## config.mk

```make
export PLATFORM = sky130hd
export DESIGN_NAME = mux_nx1_rr
export DESIGN_NICKNAME = d
export VERILOG_FILES = /design/src/rtl/mux_nx1_rr.sv
export SDC_FILE = /design/constraint.sdc
export NUM_CORES = 1
export LEC_CHECK = 0
export CELL_PAD_IN_SITES_DETAIL_PLACEMENT = 1
export CELL_PAD_IN_SITES_GLOBAL_PLACEMENT = 1
export CORE_MARGIN = 1
export CORE_UTILIZATION = 33
export CTS_CLUSTER_SIZE = 12
export DETAILED_ROUTE_END_ITERATION = 10
export GPL_TIMING_DRIVEN = 0
export HOLD_SLACK_MARGIN = 0.06
export PLACE_DENSITY = 0.88
export SLEW_MARGIN = 20
export SYNTH_ARGS = -nofsm -noshare
export SYNTH_HDL_FRONTEND = slang
export SYNTH_SLANG_ARGS = --single-unit
```

## constraint.sdc

```tcl
create_clock -name clk -period 5.9 [get_ports clk]
set_input_delay 0.59 -clock clk [delete_from_list [all_inputs] [get_ports clk]]
set_output_delay 0.59 -clock clk [all_outputs]
set_load 0.02 [all_outputs]
```

## src/rtl/mux_nx1_rr.sv

```systemverilog
// +----------------------------------------------------------------------------+
// | mux_nx1_rr : N-channel registered stream mux, fixed-select or round-robin  |
// | Revision   : 1.0 - initial release                                         |
// +----------------------------------------------------------------------------+
`default_nettype none

module mux_nx1_rr #(
  parameter int N  = 8,
  parameter int W  = 8,
  parameter int SW = 3
) (
  input  logic              clk,
  input  logic              rst_n,
  input  logic              mode,
  input  logic [SW-1:0]     sl,
  input  logic [N-1:0]      it_vld,
  input  logic [N*W-1:0]    it_dat,
  output logic [N-1:0]      it_rdy,
  output logic              ot_vld,
  output logic [W-1:0]      ot_dat,
  output logic [SW-1:0]     ot_ch,
  input  logic              ot_rdy
);

  logic          ot_vld_q, ot_vld_d;
  logic [W-1:0]  ot_dat_q, ot_dat_d;
  logic [SW-1:0] ot_ch_q,  ot_ch_d;
  logic [SW-1:0] ptr_q,    ptr_d;

  logic          load;
  logic          gnt_vld;
  logic [SW-1:0] gnt_idx;
  logic [W-1:0]  sel_dat;
  logic          xfer;

  assign load = !ot_vld_q || ot_rdy;

  // Round-robin scan runs from the highest offset down so the nearest valid
  // channel to ptr is the last (winning) assignment.
  always_comb begin
    int t;
    gnt_vld = 1'b0;
    gnt_idx = '0;
    t       = 0;
    if (!mode) begin
      for (int i = 0; i < N; i++) begin
        if (sl == SW'(i) && it_vld[i]) begin
          gnt_vld = 1'b1;
          gnt_idx = SW'(i);
        end
      end
    end else begin
      for (int k = N - 1; k >= 0; k--) begin
        t = int'(ptr_q) + k;
        if (t >= N) t = t - N;
        for (int i = 0; i < N; i++) begin
          if (t == i && it_vld[i]) begin
            gnt_vld = 1'b1;
            gnt_idx = SW'(i);
          end
        end
      end
    end
  end

  always_comb begin
    sel_dat = '0;
    it_rdy  = '0;
    for (int i = 0; i < N; i++) begin
      if (gnt_idx == SW'(i)) sel_dat = it_dat[i*W +: W];
      it_rdy[i] = gnt_vld && load && (gnt_idx == SW'(i));
    end
  end

  assign xfer = gnt_vld && load;

  always_comb begin
    ot_vld_d = ot_vld_q;
    ot_dat_d = ot_dat_q;
    ot_ch_d  = ot_ch_q;
    ptr_d    = ptr_q;
    if (xfer) begin
      ot_vld_d = 1'b1;
      ot_dat_d = sel_dat;
      ot_ch_d  = gnt_idx;
      if (mode) ptr_d = (gnt_idx == SW'(N - 1)) ? '0 : gnt_idx + 1'b1;
    end else if (ot_vld_q && ot_rdy) begin
      ot_vld_d = 1'b0;
    end
  end

  always_ff @(posedge clk or negedge rst_n) begin
    if (!rst_n) begin
      ot_vld_q <= 1'b0;
      ot_dat_q <= '0;
      ot_ch_q  <= '0;
      ptr_q    <= '0;
    end else begin
      ot_vld_q <= ot_vld_d;
      ot_dat_q <= ot_dat_d;
      ot_ch_q  <= ot_ch_d;
      ptr_q    <= ptr_d;
    end
  end

  assign ot_vld = ot_vld_q;
  assign ot_dat = ot_dat_q;
  assign ot_ch  = ot_ch_q;

endmodule

`default_nettype wire

```

-- Yosys cells after proc, flatten, opt, wreduce, memory -nomap -nowiden
Cells that the tools add are included.
- bits in registers: 15
- logic and storage cells: 365
- add/sub/neg operators: 16
- $lt $le $gt $ge: 8
- equality and inequality tests: 70
- muxes and demuxes: 171
- reduce and logical (&&, ||, !) cells: 96
- operators by type and width (operator ; count):
    $eq A32 B4 Y1 const B ; 32
    $eq A32 B3 Y1 const B ; 16
    $mux W32 ; 16
    $eq A32 B2 Y1 const B ; 8
    $logic_not A32 Y1 ; 8
    $mux W3 ; 70
    $logic_and A1 B1 Y1 ; 82
    $mux W1 ; 77
    $mux W8 ; 8
    $sub A4 B4 Y5 const B ; 7
    $ge A4 B4 Y1 const B ; 7
    $eq A3 B3 Y1 const B ; 8
    $add A3 B3 Y4 const B ; 4
    $eq A3 B2 Y1 const B ; 4
    $add A3 B2 Y4 const B ; 2
    $eq A3 B1 Y1 const B ; 2
    $logic_not A3 Y1 ; 2
    $sub A3 B4 Y5 const B ; 1
    $add A3 B1 Y4 const B ; 1
    $ge A3 B4 Y1 const B ; 1
    $add A3 B1 Y3 const B ; 1
    $reduce_and A2 Y1 ; 1
    $reduce_bool A2 Y1 ; 1
    $logic_not A1 Y1 ; 1
    $logic_or A1 B1 Y1 ; 1

-- Longest topological paths before layout
- depth after elaboration: 79
- mapped depth: 24
- depth with buffers taken out: 19

-- Worst setup path after synthesis
No wires, ideal clock.
- path kind: register to output
- start: register ptr_q[2]
- end: output it_rdy[3]
- data arrival time: 3.972 ns
- data required time: 5.310 ns
- slack: 1.338 ns
- cell stages (with the launch flop): 18
- path buffers: 5
- cells stage by stage: dfrtp_1 > clkbuf_1 > buf_2 > clkinv_1 > ha_1 > clkbuf_1 > mux2_2 > a222oi_1 > o21ai_0 > nor2_1 > a21oi_1 > a21o_1 > inv_1 > ha_1 > ha_1 > clkbuf_1 > clkbuf_1 > and2_1
- elaborated cells on any way between the ends: 299
- classes of those cells: add/sub: 15; order compare: 8; eq/ne: 57; mux: 145; reduce/logical: 74
- RTL lines (what ; RTL line ; text):
    from (decl) ; 28 ; logic [SW-1:0] ptr_q, ptr_d;
    from (signal assigned) ; 102 ; ptr_q <= ptr_d;
    $add A3 B3 Y4 ; 54 ; t = int'(ptr_q) + k;
    $sub A4 B4 Y5 or $ge A4 B4 Y1 (tied branches) ; 55 ; if (t >= N) t = t - N;
    $mux W32 ; 55 ;
    $mux W32 ; 45 ; if (!mode) begin
    $eq A32 B2 Y1 ; 57 ; if (t == i && it_vld[i]) begin
    $logic_and A1 B1 Y1 ; 57 ;
    $mux W1 ; 57 ;
    $mux W3 (61 in series) ; 57 ;
    $mux W3 (*) ; 57 ;
    $mux W3 (*) ; 45 ;
    named net gnt_idx[0] ; 32 ; logic [SW-1:0] gnt_idx;
    $eq A3 B2 Y1 (*) ; 71 ; it_rdy[i] = gnt_vld && load && (gnt_idx == SW'(i));
    $logic_and A1 B1 Y1 (*) ; 71 ;
    to (decl) ; 18 ; output logic [N-1:0] it_rdy,
The timed path passes the listed nets; every way through them passes the cells marked *. The select of a mux whose other input is x is not followed.

-- Final worst setup path
- start: register ptr_q[1]
- end: output it_rdy[6]
- elaborated cells on any way between the ends: 299
- classes of those cells: add/sub: 15; order compare: 8; eq/ne: 57; mux: 145; reduce/logical: 74
- RTL lines (what ; RTL line):
    $add A3 B3 Y4 ; 54
    $sub A4 B4 Y5 or $ge A4 B4 Y1 (tied branches) ; 55
    $mux W32 ; 55
    $mux W32 ; 45
    $eq A32 B3 Y1 ; 57
    $logic_and A1 B1 Y1 ; 57
    $mux W3 (61 in series) ; 57
    $mux W3 (*) ; 57
    $mux W3 (*) ; 45
    named net gnt_idx[1] ; 32
    $eq A3 B3 Y1 (*) ; 71
    $logic_and A1 B1 Y1 (*) ; 71
Marked as above.

==> metrics.yaml <==
status: "finished with violations"
violations: "design-rule violations"
pin_count: 99
ys_ff_latch: 15
drv_slew: 0
final_nets: 602
synth-compound-area-share_pct: 36.5
period_minus_slack_ns: 5.65
dp_hpwl_mm: 11.2
row_count: 34
worstSetupStartpointType: "register"
utilization_pct: 47.6
p_leak_nw: 1.64
cts_setup_buffers: 0
cap_viol_max_count: 0
power_switching_share_pct: 55.7
cts_buffers: 3
power.switching_mw: 1.18
r2r_setup_slack_ns: 0.63
wl_per_cell_microns: 22.4
max_slew_margin_pct: 49.0
post-route-drc-count: 2
grt.overflow.total: 0
ir_drop_uv: 172
ys_types: 61
diodes: 0
grtUsageTotal_pct: 28.5
cp-end-kind: "primary output"
min_period_over_period_pct: 95.8
netlist_instances: 418
area_delta_synth_final_pct: 38.4
synth_flop_cell: "dfrtp_1"
h-tree-depth: 1
yosysWarnings: 0
via_per_inst: 6.43
worst-setup-path-type: "register to primary output"
num_vias: 3995
reg2reg_to: "ot_dat[5]"
crit_arrival_ns: 5.06
ant_nets: 0
grt_pass1_vias: 3997
cts_tree: "built"
numClockSinks: 15
syn_area_sq_um: 3030
yosys.area_share.simple_pct: 24.8
synthXorXnorAreaFrac_pct: 0
layout.cells.non_filler: 621
rr_startpoint: "ptr_q[1]"
grt_max_degree: 16
power_mw: 2.11
ctsHoldBuffers: 0
synth.avg_cell_area_sq_um: 7.25
setup_tns_ns: 0
synth.area.top_cells: "dfrtp_1, nand2_1, o21ai_0"
setup_viol: 0
drive_above_1_share_pct: 9.75
seqPwrFrac_pct: 9.2
max_clock_freq_ghz: 0.177
hold_slack_ns: 0.530
ys_seq_area_share_pct: 12.4
placedCellCount: 622
synth_edf_count: 0
multiInputGateArea_sq_um: 2420
r2r_cells: 20
nFillCells: 1077
crit_path_end: "it_rdy[6]"
root_buffer: "clkbuf_8"
die_x_microns: 97.9
first_iter_violations: 257
power_frac_comb_pct: 86.7
die_area_sq_um: 9570
synthAdderAreaFrac_pct: 3.71
syn_nets: 506
netlist.area_leader.share_pct: 12.4
worst_pin_slew_ns: 0.760
clock_skew_ns: 0.000362
p_int_mw: 0.936
first_pass_iters: 9
routed_wl_mm: 13.9
crit_required_ns: 5.31
core-area_sq_um: 8810
clk_latency_ns: 0.25
grt_pass1_wl_mm: 21.7
start_util_pct: 34.4
cts_max_path_buffers: 2
path_clk_slew_ns: 0.07
worstPathMaxFanout: 10
antenna_found_initial: 0
numPortBuffers: 96
async_reset_ff_share_pct: 100
powerDensity_nw_per_um2: 504
synthMuxAreaShare_pct: 14.0
p_clk_share_pct: 4.1
synth_top_area_cell: "dfrtp_1"
die_y_microns: 97.9
startpoint: "ptr_q[1]"
synth_top_family_by_area: "compound AO/OA/AOI/OAI gates"
hp-class: "register to register"
hold_viol: 0
routabilityCongestion: 0.929
regArea_sq_um: 375
[state kept, by name (all words and copies together), names as in the netlist]
signal	cells
ot_dat	8
ot_ch	3
ptr_q	3
ot_vld	1
[worst min-delay path by stage]
stage / to / startpoint / depth (start not counted)
global route: ot_ch[0] / ot_ch[0] / 2
detailed placement: ot_ch[0] / ot_ch[0] / 2
global placement: ot_ch[2] / ot_ch[2] / 2
CTS: ot_ch[0] / ot_ch[0] / 2
floorplan: ot_ch[0] / rst_n / 0
finish: ot_ch[0] / ot_ch[0] / 2
[power groups by stage]
stage	Clock, mW	Combinational, mW	Sequential [mW]
6_report	0.0870	1.83	0.193
5_1_grt	0.0910	1.97	0.198
4_1_cts	0.0871	1.78	0.192
3_5_place_dp	0	1.75	0.195
3_3_place_gp	0	1.70	0.194
2_1_floorplan	0	1.14	0.230
[synthesized netlist by cell type (4+ instances only)]
library cell	number
a21oi_1	25
mux4_2	6
a221o_1	10
o31a_1	4
nand3b_1	8
a221oi_1	4
o22ai_1	6
mux2_2	11
clkbuf_1	29
dfrtp_1	15
nand2b_1	9
a21o_1	9
o21a_1	4
nor3_1	10
nor4_1	6
a211oi_1	5
nand2_1	53
a211o_1	8
a22oi_1	4
mux2i_1	15
a32oi_1	4
inv_1	11
a21boi_0	4
and2_1	5
o2111ai_1	5
buf_2	5
nor2_1	24
nor2b_1	11
nand3_1	11
and3_1	4
o21ai_0	38
ha_1	9
[per-layer routing]
metal  global-route usage (%)  wire, microns  share of wire [%]  up-vias
li1                         -              -                  -     1785
met1                     41.0           6410                 46     1977
met2                     44.9           6320                 45      208
met3                     3.51            980                7.0       25
met5                        0              0                  0        -
met4                     7.46            233                1.7        0
[per-stage QoR]
| step | setup WS, ns | cell area [sq um] |
|---|---|---|
| after floorplan | 1.34 | 3030 |
| after global placement | -0.780 | 4130 |
| after detailed placement | -0.803 | 4130 |
| after CTS | 0.0349 | 4180 |
| after global routing | -0.00342 | 4200 |
| final | 0.248 | 4200 |
[worst max-delay path: stages, from the launching register on]
cell	delay, ns
dfrtp_1	0.56
buf_2	0.32
buf_6	0.18
nand2_1	0.07
inv_1	0.17
ha_1	0.32
clkbuf_2	0.23
o31a_1	0.37
o311a_1	0.12
a211oi_1	0.24
nor3_1	0.09
o311ai_2	0.46
a22oi_2	0.17
ha_1	0.34
inv_1	0.16
clkbuf_1	0.35
nor2_1	0.10
clkdlybuf4s50_1	0.55
[final cells by class]
class	instances	area share [%]
clock inverters	1	0.119
plain buffers	37	4.98
flip-flops and latches	15	8.95
clock buffers	3	0.984
well taps	108	3.22
multi-input cells	349	57.7
inverters	12	1.13
repair buffers	96	22.9
[cell families (layout without fill, tap and decap cells)]
| family | Yosys count | in the layout |
|---|---|---|
| AND/OR/NAND/NOR | 150 | 150 |
| buffers and inverters | 54 | 149 |
| AO/OA/AOI/OAI | 157 | 157 |
| flip-flops | 15 | 15 |
| multiplexers | 33 | 33 |
| adder cells (fa/ha/maj) | 9 | 9 |
[cells in the final DEF (no fill, tap or decap), types with 6 or more instances in the layout]
| cell type | n |
|---|---|
| a211o_1 | 8 |
| ha_1 | 7 |
| mux2i_1 | 15 |
| mux4_2 | 6 |
| a21o_1 | 9 |
| nand3_1 | 11 |
| dfrtp_1 | 15 |
| nand2_1 | 53 |
| a221o_1 | 10 |
| mux2_2 | 11 |
| a21oi_1 | 25 |
| nor2b_1 | 11 |
| clkbuf_2 | 8 |
| nand2b_1 | 9 |
| inv_1 | 11 |
| clkdlybuf4s50_1 | 96 |
| nor3_1 | 10 |
| nand3b_1 | 8 |
| o22ai_1 | 6 |
| nor4_1 | 6 |
| o21ai_0 | 38 |
| clkbuf_1 | 18 |
| nor2_1 | 24 |
[timing repair]
action / CTS / global route
pin swaps: 0 / 1
gates resized for setup: 10 / 10
cloned: 0 / 0
endpoints found under the hold margin: 0 / 0
endpoints found under the setup margin: 16 / 16
Power figures use the tool's default switching activity.
